<file path="src/rtl/s_stream_packer_pkg.sv">
// Shared constants for the S-path stream packer: array geometry, symbol
// encoding, FIFO depth and packer state encoding.
package s_stream_packer_pkg;

    localparam int PE_ARRAY_SIZE     = 64;
    localparam int PE_ARRAY_SIZE_LOG = 6;

    // The chunk FIFO is a fixed two-entry register FIFO.
    localparam int FIFO_DEPTH = 2;

    localparam logic [1:0] SYM_A = 2'b00;
    localparam logic [1:0] SYM_C = 2'b01;
    localparam logic [1:0] SYM_G = 2'b10;
    localparam logic [1:0] SYM_T = 2'b11;

    typedef enum logic [1:0] {
        ST_IDLE  = 2'd0,
        ST_FILL  = 2'd1,
        ST_DRAIN = 2'd2,
        ST_DONE  = 2'd3
    } state_e;

endpackage

</file>
<file path="src/rtl/s_chunk_fifo.sv">
// Two-entry register FIFO holding completed chunks (data, symbol count, eos).
// Reset only clears the pointers and occupancy; stale storage is never read.
module s_chunk_fifo
    import s_stream_packer_pkg::*;
#(
    parameter int DATA_W = 128,
    parameter int CNT_W  = 7
) (
    input  logic              clk,
    input  logic              rst_n,
    input  logic              push_i,
    input  logic [DATA_W-1:0] push_data_i,
    input  logic [CNT_W-1:0]  push_cnt_i,
    input  logic              push_eos_i,
    input  logic              pop_i,
    output logic [DATA_W-1:0] head_data_o,
    output logic [CNT_W-1:0]  head_cnt_o,
    output logic              head_eos_o,
    output logic              full_o,
    output logic              empty_o
);

    logic [DATA_W-1:0] data_q [FIFO_DEPTH];
    logic [CNT_W-1:0]  cnt_q  [FIFO_DEPTH];
    logic              eos_q  [FIFO_DEPTH];
    logic              wr_ptr_q, wr_ptr_d;
    logic              rd_ptr_q, rd_ptr_d;
    logic [1:0]        occ_q, occ_d;

    // Pointer and occupancy update; simultaneous push and pop keeps occupancy.
    always_comb begin
        wr_ptr_d = wr_ptr_q;
        rd_ptr_d = rd_ptr_q;
        occ_d    = occ_q;
        if (push_i) wr_ptr_d = ~wr_ptr_q;
        if (pop_i)  rd_ptr_d = ~rd_ptr_q;
        if (push_i && !pop_i)      occ_d = occ_q + 2'd1;
        else if (!push_i && pop_i) occ_d = occ_q - 2'd1;
    end

    // Control registers with synchronous active-low reset.
    always_ff @(posedge clk) begin
        if (!rst_n) begin
            wr_ptr_q <= 1'b0;
            rd_ptr_q <= 1'b0;
            occ_q    <= 2'd0;
        end else begin
            wr_ptr_q <= wr_ptr_d;
            rd_ptr_q <= rd_ptr_d;
            occ_q    <= occ_d;
        end
    end

    // Entry storage, written at the write pointer on push.
    always_ff @(posedge clk) begin
        if (push_i) begin
            data_q[wr_ptr_q] <= push_data_i;
            cnt_q[wr_ptr_q]  <= push_cnt_i;
            eos_q[wr_ptr_q]  <= push_eos_i;
        end
    end

    assign head_data_o = data_q[rd_ptr_q];
    assign head_cnt_o  = cnt_q[rd_ptr_q];
    assign head_eos_o  = eos_q[rd_ptr_q];
    assign full_o      = (occ_q == 2'(FIFO_DEPTH));
    assign empty_o     = (occ_q == 2'd0);

endmodule

</file>
<file path="src/rtl/s_stream_packer.sv">
// S-path stream packer: packs 2-bit host symbols into N-symbol chunks,
// buffers them in a 2-entry FIFO and returns one chunk per request.
// Optional: define S_PACK_LEN_EN to add o_s_len, the saturating count of
// symbols accepted since the last start.
//
// state    | meaning
// ---------+------------------------------------------------------------
// ST_IDLE  | after reset; waiting for i_start
// ST_FILL  | accepting symbols until the last one is taken
// ST_DRAIN | no more symbols; serving chunks until the eos chunk leaves
// ST_DONE  | sequence complete; waiting for the next i_start
module s_stream_packer #(
    parameter int PE_ARRAY_SIZE     = s_stream_packer_pkg::PE_ARRAY_SIZE,
    parameter int PE_ARRAY_SIZE_LOG = s_stream_packer_pkg::PE_ARRAY_SIZE_LOG
) (
    input  logic                         clk,
    input  logic                         rst_n,
    input  logic                         i_start,
    input  logic                         i_sym_valid,
    input  logic [1:0]                   i_sym,
    input  logic                         i_sym_last,
    output logic                         o_sym_ready,
    input  logic                         i_request_s,
    output logic [2*PE_ARRAY_SIZE-1:0]   o_s,
    output logic [PE_ARRAY_SIZE_LOG:0]   o_s_valid,
    output logic                         o_s_eos,
    output logic                         o_busy
`ifdef S_PACK_LEN_EN
    ,
    output logic [15:0]                  o_s_len
`endif
);

    import s_stream_packer_pkg::*;

    localparam int N  = PE_ARRAY_SIZE;
    localparam int DW = 2 * PE_ARRAY_SIZE;
    localparam int CW = PE_ARRAY_SIZE_LOG + 1;

    state_e          state_q, state_d;
    logic [DW-1:0]   asm_q, asm_d;
    logic [CW-1:0]   cnt_q, cnt_d;
    logic            eos_q, eos_d;
    logic            hold_q, hold_d;
    logic            ready_q, ready_d;
    logic            pend_q, pend_d;
    logic [DW-1:0]   os_q, os_d;
    logic [CW-1:0]   osv_q, osv_d;
    logic            oseos_q, oseos_d;

    logic            fifo_push, fifo_pop, fifo_full, fifo_empty;
    logic [DW-1:0]   head_data;
    logic [CW-1:0]   head_cnt;
    logic            head_eos;

    logic            active, start_go, accept;
    logic            push_cand, req_new, want, serve_fifo, serve_byp, serve_eos;
    logic [CW-1:0]   cnt_inc;
    logic [DW-1:0]   sym_pos;

    assign active   = (state_q == ST_FILL) || (state_q == ST_DRAIN);
    assign start_go = i_start && ((state_q == ST_IDLE) || (state_q == ST_DONE));
    assign accept   = i_sym_valid && ready_q;
    assign cnt_inc  = cnt_q + 1'b1;
    // New symbol lands just below the ones already collected, so the chunk
    // is left-aligned with zeros in the unused low bits.
    assign sym_pos  = {i_sym, {(DW-2){1'b0}}} >> {cnt_q, 1'b0};

    // A completed chunk leaves the assembler when the FIFO has room. A request
    // is taken from the FIFO head, or straight from the assembler when the
    // FIFO is empty and a chunk is leaving this cycle (serves a pending request).
    assign push_cand  = hold_q && !fifo_full;
    assign req_new    = i_request_s && active && !pend_q && (osv_q == '0);
    assign want       = pend_q || req_new;
    assign serve_fifo = want && !fifo_empty;
    assign serve_byp  = want && fifo_empty && push_cand;
    assign fifo_push  = push_cand && !serve_byp;
    assign fifo_pop   = serve_fifo;
    assign serve_eos  = (serve_fifo && head_eos) || (serve_byp && eos_q);

    // Next-state logic for the sequence FSM.
    always_comb begin
        state_d = state_q;
        case (state_q)
            ST_IDLE:  if (i_start) state_d = ST_FILL;
            ST_FILL:  if (accept && i_sym_last) state_d = ST_DRAIN;
            ST_DRAIN: if (serve_eos) state_d = ST_DONE;
            ST_DONE:  if (i_start) state_d = ST_FILL;
            default:  state_d = ST_IDLE;
        endcase
    end

    // Assembler, pending request and output register next values.
    always_comb begin
        asm_d   = asm_q;
        cnt_d   = cnt_q;
        eos_d   = eos_q;
        hold_d  = hold_q;
        pend_d  = 1'b0;
        os_d    = os_q;
        osv_d   = '0;
        oseos_d = 1'b0;

        if (push_cand) begin
            asm_d  = '0;
            cnt_d  = '0;
            eos_d  = 1'b0;
            hold_d = 1'b0;
        end
        if (accept) begin
            asm_d = asm_q | sym_pos;
            cnt_d = cnt_inc;
            if ((cnt_inc == CW'(N)) || i_sym_last) begin
                hold_d = 1'b1;
                eos_d  = i_sym_last;
            end
        end
        if (start_go) begin
            asm_d  = '0;
            cnt_d  = '0;
            eos_d  = 1'b0;
            hold_d = 1'b0;
        end

        pend_d = active && want && !serve_fifo && !serve_byp;

        if (serve_fifo) begin
            os_d    = head_data;
            osv_d   = head_cnt;
            oseos_d = head_eos;
        end else if (serve_byp) begin
            os_d    = asm_q;
            osv_d   = cnt_q;
            oseos_d = eos_q;
        end

        ready_d = (state_d == ST_FILL) && !hold_d;
    end

    // All packer registers with synchronous active-low reset.
    always_ff @(posedge clk) begin
        if (!rst_n) begin
            state_q <= ST_IDLE;
            asm_q   <= '0;
            cnt_q   <= '0;
            eos_q   <= 1'b0;
            hold_q  <= 1'b0;
            ready_q <= 1'b0;
            pend_q  <= 1'b0;
            os_q    <= '0;
            osv_q   <= '0;
            oseos_q <= 1'b0;
        end else begin
            state_q <= state_d;
            asm_q   <= asm_d;
            cnt_q   <= cnt_d;
            eos_q   <= eos_d;
            hold_q  <= hold_d;
            ready_q <= ready_d;
            pend_q  <= pend_d;
            os_q    <= os_d;
            osv_q   <= osv_d;
            oseos_q <= oseos_d;
        end
    end

    s_chunk_fifo #(
        .DATA_W (DW),
        .CNT_W  (CW)
    ) u_fifo (
        .clk         (clk),
        .rst_n       (rst_n),
        .push_i      (fifo_push),
        .push_data_i (asm_q),
        .push_cnt_i  (cnt_q),
        .push_eos_i  (eos_q),
        .pop_i       (fifo_pop),
        .head_data_o (head_data),
        .head_cnt_o  (head_cnt),
        .head_eos_o  (head_eos),
        .full_o      (fifo_full),
        .empty_o     (fifo_empty)
    );

`ifdef S_PACK_LEN_EN
    logic [15:0] len_q, len_d;

    // Saturating count of accepted symbols, cleared on start.
    always_comb begin
        len_d = len_q;
        if (start_go) len_d = '0;
        else if (accept && (len_q != 16'hFFFF)) len_d = len_q + 16'd1;
    end

    // Length counter register.
    always_ff @(posedge clk) begin
        if (!rst_n) len_q <= '0;
        else        len_q <= len_d;
    end

    assign o_s_len = len_q;
`endif

    assign o_sym_ready = ready_q;
    assign o_s         = os_q;
    assign o_s_valid   = osv_q;
    assign o_s_eos     = oseos_q;
    assign o_busy      = active;

endmodule

</file>
<file path="config.mk">
export PLATFORM = sky130hd
export DESIGN_NAME = s_stream_packer
export DESIGN_NICKNAME = d
export VERILOG_FILES = /design/src/rtl/s_stream_packer_pkg.sv /design/src/rtl/s_chunk_fifo.sv /design/src/rtl/s_stream_packer.sv
export SDC_FILE = /design/constraint.sdc
export NUM_CORES = 1
export LEC_CHECK = 0
export BUFFER_PORTS_ARGS = -buffer_cell sky130_fd_sc_hd__buf_2
export CORE_UTILIZATION = 60
export CTS_CLUSTER_DIAMETER = 120
export DETAILED_ROUTE_END_ITERATION = 7
export HOLD_SLACK_MARGIN = 0.15
export PLACE_DENSITY = 0.76
export SLEW_MARGIN = 20
export SYNTH_ARGS = -nofsm -noshare
export SYNTH_HDL_FRONTEND = slang
export SYNTH_SLANG_ARGS = --single-unit
export TNS_END_PERCENT = 1
</file>
<file path="constraint.sdc">
create_clock -name clk -period 29.4 [get_ports clk]
set_input_delay 1.47 -clock clk [delete_from_list [all_inputs] [get_ports clk]]
set_output_delay 1.47 -clock clk [all_outputs]
set_load 0.01 [all_outputs]
</file>
# Yosys cells after proc, flatten, opt, wreduce, memory -nomap -nowiden
# Memories as Yosys holds them, arrays and structs flattened. A register that Yosys moved wholly into a read port is not among the register bits.
# Cells that the tools add are included.
dict set report totals {
  word_cells 100
  output_inout_bits 138
  regBits 281
  mem_bits_rw 272
  memories 3
}
# name depth width read_ports rd_clocked_by_memory_dff write_ports line_no
set memory_table {}
lappend memory_table {u_fifo.data_q 2 128 1 1 1 s_chunk_fifo.sv:23} ;# logic [DATA_W-1:0] data_q [FIFO_DEPTH];
lappend memory_table {u_fifo.cnt_q 2 7 1 1 1 s_chunk_fifo.sv:24} ;# logic [CNT_W-1:0] cnt_q [FIFO_DEPTH];
lappend memory_table {u_fifo.eos_q 2 1 1 1 1 s_chunk_fifo.sv:25} ;# logic eos_q [FIFO_DEPTH];
dict set report op_classes {
  eq_ne 6
  n_reduce_logical 39
  add_sub_neg 3
  mux 31
  shifts 1
  bitwise_logic 4
}
# op count
set op_table {}
lappend op_table {{2-to-1 mux 128 bit} 4}
lappend op_table {{bitwise OR 128 bit} 1}
lappend op_table {{right shift 128 x 8 -> 128 bit} 1}
lappend op_table {{2-to-1 mux 7 bit} 4}
lappend op_table {{logical AND 1 bit} 19}
lappend op_table {{2-to-1 mux 1 bit} 17}
lappend op_table {{2-to-1 mux 2 bit} 5}
lappend op_table {{adder 7 x 1 -> 7 bit, second input constant} 1}
lappend op_table {{equality test 7 bit, second input constant} 1}
lappend op_table {{zero test 1 bit} 7}
lappend op_table {{zero test 7 bit} 1}
lappend op_table {{equality test 2 bit, second input constant} 3}
lappend op_table {{one-hot mux 2 bit (3 select lines)} 1}
lappend op_table {{nonzero test 2 bit} 3}
lappend op_table {{logical OR 1 bit} 5}
lappend op_table {{equality test 2 x 1 -> 1 bit, second input constant} 2}
lappend op_table {{zero test 2 bit} 2}
lappend op_table {{OR reduction 2 bit} 2}
lappend op_table {{NOT 1 bit} 3}
lappend op_table {{adder 2 x 1 -> 2 bit, second input constant} 1}
lappend op_table {{subtractor 2 x 1 -> 2 bit, second input constant} 1}

# Depth between registers and ports, before layout
# Gate-level depths: netlist (run 1).
dict set report logic_depth {
  word_depth 14
  mapped_depth 10
}

# Cells and area by module
# A second synthesis (run 1) with hierarchy kept.
dict set report unflattened {
  cells_unflattened 1614
  area_unflattened_um2 20408.3
}
# mod area_each_um2 n_inst cells_each
set modules_own_cells {}
lappend modules_own_cells {s_stream_packer 10228.6 1 1169}
lappend modules_own_cells {s_chunk_fifo 10179.8 1 445}

# Worst setup path after synthesis (run 1)
# Ideal clock, no wire load.
dict set report synth_timing {
  path_type {input to register}
  startpoint {input port i_request_s}
  endpoint {register u_fifo.wr_ptr_q}
  required_ns 29.300
  t_arrival_ns 11.969
  slack_ns 17.331
  stages 5
  cell_sequence {nor3b_1 -> a31o_2 -> and2_1 -> nor3_1 -> o21a_1}
}
dict set report synth_via {
  elab_chain_len 8
}
# item line_no
set synth_rtl {}
lappend synth_rtl {{start, declared} s_stream_packer.sv:23} ;# input logic i_request_s,
lappend synth_rtl {{logical AND 1 bit (3 in series)} s_stream_packer.sv:73} ;# assign req_new = i_request_s && active && !pend_q && (osv_q == '0);
lappend synth_rtl {{logical OR 1 bit} s_stream_packer.sv:74} ;# assign want = pend_q || req_new;
lappend synth_rtl {{logical AND 1 bit (2 in series)} s_stream_packer.sv:76} ;# assign serve_byp = want && fifo_empty && push_cand;
lappend synth_rtl {{zero test 1 bit} s_stream_packer.sv:77} ;# assign fifo_push = push_cand && !serve_byp;
lappend synth_rtl {{logical AND 1 bit} s_stream_packer.sv:77}
lappend synth_rtl {{end signal, assigned} s_chunk_fifo.sv:48} ;# wr_ptr_q <= wr_ptr_d;
lappend synth_rtl {{end, declared} s_chunk_fifo.sv:26} ;# logic wr_ptr_q, wr_ptr_d;
# No other way between the ends.
# A chain may end at the register's enable or synchronous reset.

# Worst setup path in the final report (run 1)
dict set report layout_timing {
  startpoint {input port i_request_s}
  endpoint {memory u_fifo.cnt_q[1][4], enable pin}
}
dict set report layout_via {
  elab_chain_len 10
}
# item line_no
set layout_rtl {}
lappend layout_rtl {{logical AND 1 bit (3 in series)} s_stream_packer.sv:73}
lappend layout_rtl {{logical OR 1 bit} s_stream_packer.sv:74}
lappend layout_rtl {{logical AND 1 bit (2 in series)} s_stream_packer.sv:76}
lappend layout_rtl {{zero test 1 bit} s_stream_packer.sv:77}
lappend layout_rtl {{logical AND 1 bit} s_stream_packer.sv:77}
lappend layout_rtl {{named net fifo_push} s_stream_packer.sv:51} ;# logic fifo_push, fifo_pop, fifo_full, fifo_empty;
lappend layout_rtl {{2-to-1 mux 1 bit} s_chunk_fifo.sv:56} ;# if (push_i) begin
lappend layout_rtl {{2-to-1 mux 1 bit (implied by the code)} s_chunk_fifo.sv:58} ;# cnt_q[wr_ptr_q] <= push_cnt_i;
lappend layout_rtl {{end, declared} s_chunk_fifo.sv:24}
# The timed path passes the listed nets, and every way through them passes these cells.

==> flow_summary.toml, run 1 <==
[run_status]
run_status = "complete, no violations"

[worst_setup_path]
crit_type = "in -> reg"
crit_buf_inv = 3
wp_data_arrival_ns = 4.32
startpoint_type = "input pin"
critical_path.top_delay_family = "buffers and inverters"
critical-path-top-cell-by-count = "sky130_fd_sc_hd__buf_4"
critical_path_peak_fanout = 68
path_cells = "buf_2 -> nor3b_1 -> a31o_2 -> a21oi_1 -> and2_4 -> buf_4 -> buf_4"
cpPeakStageDelay_ns = 0.82
crit_start = "i_request_s"
timing.critical_path.required_ns = 29.58
critical_path.endpoint_type = "flip-flop"
worst_path_max_delay_cell = "sky130_fd_sc_hd__buf_4"
reg2reg_from = "state_q[0]"

[timing]
period_needed_ns = 4.14
skew_ns = 0.0177
timing.final.max_slew_violations = 0
rsz0062_at_grt = "false"
totalNegativeSetupSlack_ns = 0
slew_headroom_pct = 19.4
worstMarginPinSlew_ns = 1.21
finalHoldViolCount = 0
fmax_mhz = 242
finalSetupViolations = 0
post_route_clock_period_utilization_pct = 14.1

[layout]
drive_gt1_share_pct = 23.1
area_delta_synth_final_pct = 14.2
final.fill_count = 2282
layout.cells.most_common_list = "281 x sky130_fd_sc_hd__nor2_1, 281 x sky130_fd_sc_hd__dfxtp_1, 272 x sky130_fd_sc_hd__edfxtp_1, 144 x sky130_fd_sc_hd__buf_2, 135 x sky130_fd_sc_hd__o22ai_1"
final_net_count = 1725
final_design_area_no_fill_um2 = 23000

[yosys]
share_of_synthesized_registers_carrying_an_async_set_or_reset_pct = 0
yosys_register_bits = 554
ys_types = 43
syn_nets = 1620
synth_area_per_cell_um2 = 12.5
synth_edf_count = 272
ys_dominant_reg_cell = "sky130_fd_sc_hd__dfxtp_1"
synth_warnings = 0
ys_seq_area_share_pct = 68.7
gate_count_of_the_mapped_netlist = 1607
post_synth_instance_area_um2 = 20100

[clock_network]
postCtsResizedCells = 0
clock_buffers_created_by_tritoncts = 52
cts.sinks = 554
tritoncts = "done"
clk_root_buffer_cell = "sky130_fd_sc_hd__clkbuf_16"
cts-htree-levels = 2
holdBufCountCts = 0
clk_latency_ns = 0.56
clk_pin_slew_ns = 0.06
post_cts_setup_repair_bufs = 0
clock_path_buffers = 3

[floorplan]
die_area_um2 = 34300
ios = 146
die_x_um = 185
die_height_um = 185
core_area_um2 = 32800
row_count = 66
floorplan.initialDensity_pct = 61.4

[worst_hold_path]
worst_hold_start = "asm_q[65]"
hold_path.class = "reg -> reg"

[placement]
total_of_buffers_placed_on_input_and_output_ports = 145
dp.final_hpwl_um = 25200
instance_area_at_placement_um2 = 21200
routabilityCongestion = 0.796

[drt]
via_count = 13500
drc = 0
drt_first_pass_iters = 6
postRouteAntennaNets = 0
postRouteWirelength_um = 46600
detail_route.wl_per_cell_um = 21.2
vias_per_cell = 6.14
initial_drc_count = 1208

[pwr]
cellPowerDensity_nw_per_um2 = 69.8
p_leak_nw = 7.61
maximum_vdd_drop_mv = 0.0531

[job]
maxCapViolCount = 0

[global_route]
grt_usage_pct = 27.0
vias_in_the_first_global_route = 12700
overflow_left_after_global_routing = 0
grt_max_degree = 147
grt_pass1_wl_um = 70800
antenna_found_initial = 1
-- synthesized netlist by cell type, types with 10 or more instances --
| library cell | instances | area share [%] |
|---|---|---|
| sky130_fd_sc_hd__clkbuf_1 | 66 | 1.2 |
| sky130_fd_sc_hd__a22oi_1 | 128 | 4.8 |
| sky130_fd_sc_hd__edfxtp_1 | 272 | 41 |
| sky130_fd_sc_hd__o21ai_0 | 133 | 3.3 |
| sky130_fd_sc_hd__and2_1 | 10 | 0.31 |
| sky130_fd_sc_hd__mux2_2 | 128 | 7.2 |
| sky130_fd_sc_hd__o22ai_1 | 135 | 4.2 |
| sky130_fd_sc_hd__buf_2 | 46 | 1.1 |
| sky130_fd_sc_hd__a21oi_1 | 10 | 0.25 |
| sky130_fd_sc_hd__nor2_1 | 286 | 5.3 |
| sky130_fd_sc_hd__dfxtp_1 | 282 | 28 |
| sky130_fd_sc_hd__nand2_1 | 21 | 0.39 |
-- power by group --
group          internal (mW)  switching [mW]  total, mW
Sequential             0.821         0.00885      0.830
Combinational         0.0258          0.0543     0.0802
Clock                  0.413           0.279      0.692
-- state kept, by name, indices dropped and copies added, names as in the netlist, named ones only --
signal,cells
asm_q,128
cnt_q,7
eos_q,1
hold_q,1
o_s,128
o_s_eos,1
o_s_valid,7
o_sym_ready,1
pend_q,1
state_q,2
u_fifo.cnt_q,14
u_fifo.data_q,256
u_fifo.eos_q,2
u_fifo.occ_q,2
u_fifo.rd_ptr_q,1
u_fifo.wr_ptr_q,1
-- final timing paths --
| check | end | cells past startpoint | slack [ns] |
|---|---|---|---|
| max | u_fifo.cnt_q[1][4] | 7 | 25.26 |
| min | u_fifo.data_q[1][65] | 0 | 0.48 |
| max reg2reg | u_fifo.cnt_q[1][4] | 8 | 25.45 |
| min reg2reg | u_fifo.data_q[1][65] | 0 | 0.48 |
-- through the flow --
stage	power (mW)	setup slack, ns	std cells	util (%)	hold WS, ns
global route	1.65	25.14	2197	70.1	0.499
detailed placement	0.925	24.69	2100	64.6	0.465
floorplan	0.900	17.33	1607	-	0.448
global placement	0.923	24.79	2100	64.6	0.454
finish	1.60	25.26	2197	70.1	0.481
CTS	1.61	25.26	2196	70.0	0.480
-- kinds of logic after synthesis --
group,synth area share (%)
AND/OR/NAND/NOR,7.41
AO/OA/AOI/OAI,13.0
flip-flops,68.7
XOR/XNOR,0.305
multiplexers,7.61
buffers and inverters,2.69
adder cells (fa/ha/maj),0.311
-- worst reg2reg max path: stages (launching register included) --
cell and delay (ns):
sky130_fd_sc_hd__dfxtp_1 0.38, sky130_fd_sc_hd__inv_1 0.07, sky130_fd_sc_hd__ha_1 0.42, sky130_fd_sc_hd__nor3b_1 0.10
sky130_fd_sc_hd__a31o_2 0.33, sky130_fd_sc_hd__a21oi_1 0.29, sky130_fd_sc_hd__and2_4 0.43, sky130_fd_sc_hd__buf_4 0.83
sky130_fd_sc_hd__buf_4 0.73
-- per-layer routing --
layer,global-route usage [%],up-vias,share of wire (%)
met3,4.23,110,7.7
met2,42.7,558,47
met5,0,-,0
met1,37.5,6663,42
met4,10.9,0,3.6
li1,-,6159,-
-- layout make-up --
type	instances	area [µm²]	share of cell area, %
Sequential cell	554	13800	60.2
Multi-Input combinational cell	928	5860	25.5
Clock buffer	63	1420	6.16
Timing Repair Buffer	171	931	4.05
Tap cell	442	553	2.41
Clock inverter	33	368	1.60
Inverter	5	18.8	0.0817
Antenna cell	1	2.50	0.0109
Power figures use the tool's default switching activity.
==> run 2, diff against run 1 <==
CORE_UTILIZATION = 54   (was 60)
PLACE_DENSITY = 0.72   (was 0.76)
clock period = 3.8 ns   (was 29.4 ns; I/O delays follow)
==> flow_summary.toml, run 2 (synthesis results as in run 1) <==
[drt]
initial_drc_count = 1290
postRouteWirelength_um = 49000
detail_route.wl_per_cell_um = 21.9
via_count = 13500
postRouteAntennaNets = 0
vias_per_cell = 6.02
drc = 0
drt_first_pass_iters = 6

[clock_network]
clk_pin_slew_ns = 0.06
clock_path_buffers = 3
clk_latency_ns = 0.59
cts-htree-levels = 2
tritoncts = "done"
clock_buffers_created_by_tritoncts = 54
clk_root_buffer_cell = "sky130_fd_sc_hd__clkbuf_16"
cts.sinks = 554
postCtsResizedCells = 0

[worst_setup_path]
crit_buf_inv = 2
critical_path_peak_fanout = 53
wp_data_arrival_ns = 3.18
timing.critical_path.required_ns = 4.30
startpoint_type = "flip-flop"
worst-r2r-cell-count = 9
path_cells = "inv_2 -> ha_4 -> nor3b_1 -> a31o_2 -> o21ai_4 -> buf_4 -> ha_1 -> or3_1 -> a21boi_0"
critical_path.top_delay_family = "adder cells"
crit_type = "reg -> reg"
crit_start = "state_q[0]"
worst_path_max_delay_cell = "sky130_fd_sc_hd__buf_4"
r2r_end = "u_fifo.occ_q[1]"
critical_path.endpoint_type = "flip-flop"
regToRegSetupSlack_ns = 1.13
cpPeakStageDelay_ns = 0.55
reg2reg_from = "state_q[0]"

[placement]
dp.final_hpwl_um = 26700
pre_cts_ws_ns = 1.14
routabilityCongestion = 0.820
total_of_buffers_placed_on_input_and_output_ports = 145

[timing]
finalSetupViolations = 0
worstMarginPinSlew_ns = 1.18
rsz0062_at_grt = "false"
skew_ns = 0.0169
timing.final.max_slew_violations = 0
finalHoldViolCount = 0
period_needed_ns = 2.67
setup_slack_ns = 1.13
worst_hold_slack_ns = 0.159
fmax_mhz = 374
post_route_clock_period_utilization_pct = 70.4
slew_headroom_pct = 21.3

[global_route]
grt_pass1_wl_um = 75800
met3_usage_pct = 4.63
antenna_found_initial = 2
grt.met1_usage_pct = 34.7
vias_in_the_first_global_route = 13300
grt_max_degree = 138
grt_usage_pct = 25.8
grt-busiest-layer = "met2"
overflow_left_after_global_routing = 0
groute.layer.met2.usage_pct = 41.5

[job]
maxCapViolCount = 0

[pwr]
p_comb_share_pct = 5.0
intPower_mw = 10.2
power_switching_share_pct = 21.4
pwr-share-clk_pct = 45.3
share_seq_of_total_power_pct = 49.7
maximum_vdd_drop_mv = 0.320
p_leak_nw = 7.75
cellPowerDensity_nw_per_um2 = 554
power_switching_mw = 2.76

[layout]
layout.cells.most_common = "sky130_fd_sc_hd__nor2_1"
multi_input_comb_area_um2 = 5860
final.fill_count = 2798
drive_gt1_share_pct = 24.0
area_delta_synth_final_pct = 16.1
area.sequential_um2 = 13800
largest_register = "u_fifo.data_q"
number_of_flip_flops_under_the_largest_register_name = 256
layout.cells.most_common_list = "281 x sky130_fd_sc_hd__nor2_1, 280 x sky130_fd_sc_hd__dfxtp_1, 272 x sky130_fd_sc_hd__edfxtp_1, 144 x sky130_fd_sc_hd__buf_2, 135 x sky130_fd_sc_hd__o22ai_1"
final_net_count = 1737

[run_status]
run_status = "complete, no violations"

[floorplan]
core_area_um2 = 36600
row_count = 70
die_height_um = 195
floorplan.initialDensity_pct = 54.9
ios = 146
die_area_um2 = 38000
die_x_um = 195

[worst_hold_path]
hold_path.class = "in -> reg"
hold_depth = 2
worst_hold_endpoint = "state_q[1]"
worst_hold_start = "rst_n"
[run 2: cell types whose count changed in the layout (fill, tap and decap cells not counted), sizes merged]
cell / change
clkbuf: +8
diode: +1
dlygate4sd3: +2
inv: +2
buf: +8
clkinv: -9
clkinvlp: +2
bufinv: +3
[run 2: worst reg2reg max path, stage by stage, from the launching register on]
cell and delay, ns:
sky130_fd_sc_hd__dfxtp_2 0.36, sky130_fd_sc_hd__inv_2 0.06, sky130_fd_sc_hd__ha_4 0.29, sky130_fd_sc_hd__nor3b_1 0.05, sky130_fd_sc_hd__a31o_2 0.28, sky130_fd_sc_hd__o21ai_4 0.09
sky130_fd_sc_hd__buf_4 0.55, sky130_fd_sc_hd__ha_1 0.39, sky130_fd_sc_hd__or3_1 0.36, sky130_fd_sc_hd__a21boi_0 0.18
[run 2: layout make-up]
class	instances	share of cell area, %
flip-flops and latches	554	59.2
multi-input cells	928	25.1
clock buffers	71	6.58
repair buffers	181	4.57
well taps	468	2.51
clock inverters	31	1.96
inverters	5	0.0804
diodes	2	0.0214
[run 2: worst max-delay path by stage]
stage,end,cells after the start
final,u_fifo.occ_q[1],9
after floorplan,u_fifo.cnt_q[0][0],6
after detailed placement,u_fifo.occ_q[1],9
after CTS,u_fifo.occ_q[1],9
after global placement,u_fifo.occ_q[1],9
after global routing,u_fifo.occ_q[1],9
[run 2: metrics by stage]
step | setup TNS [ns] | instance area [µm²] | util [%] | cells | total power [mW]
after floorplan | -139.51 | 20100 | - | 1607 | 6.97
after global placement | 0 | 21300 | 58.3 | 2134 | 7.18
after detailed placement | 0 | 21300 | 58.3 | 2134 | 7.19
after CTS | 0 | 23300 | 63.8 | 2238 | 13.0
after global routing | 0 | 23300 | 63.8 | 2239 | 13.3
final | 0 | 23300 | 63.8 | 2240 | 12.9
[run 2: per-layer routing]
metal,up-vias,wire [µm]
met5,-,0
met4,0,1500
met3,102,4190
met2,541,23000
met1,6655,20300
li1,6192,-
[run 2: power by group through the flow]
stage	Combinational [mW]	Clock, mW	Sequential, mW
after global placement	0.635	0	6.54
after detailed placement	0.642	0	6.55
after global routing	0.702	6.15	6.43
after floorplan	0.413	0	6.55
final	0.646	5.86	6.42
after CTS	0.648	5.94	6.42
[run 2: repair_timing]
| item | 4_1_cts | 5_1_grt |
|---|---|---|
| hold buffers | 2 | 0 |
| hold endpoints to repair | 2 | 0 |
| setup buffers | 0 | 0 |
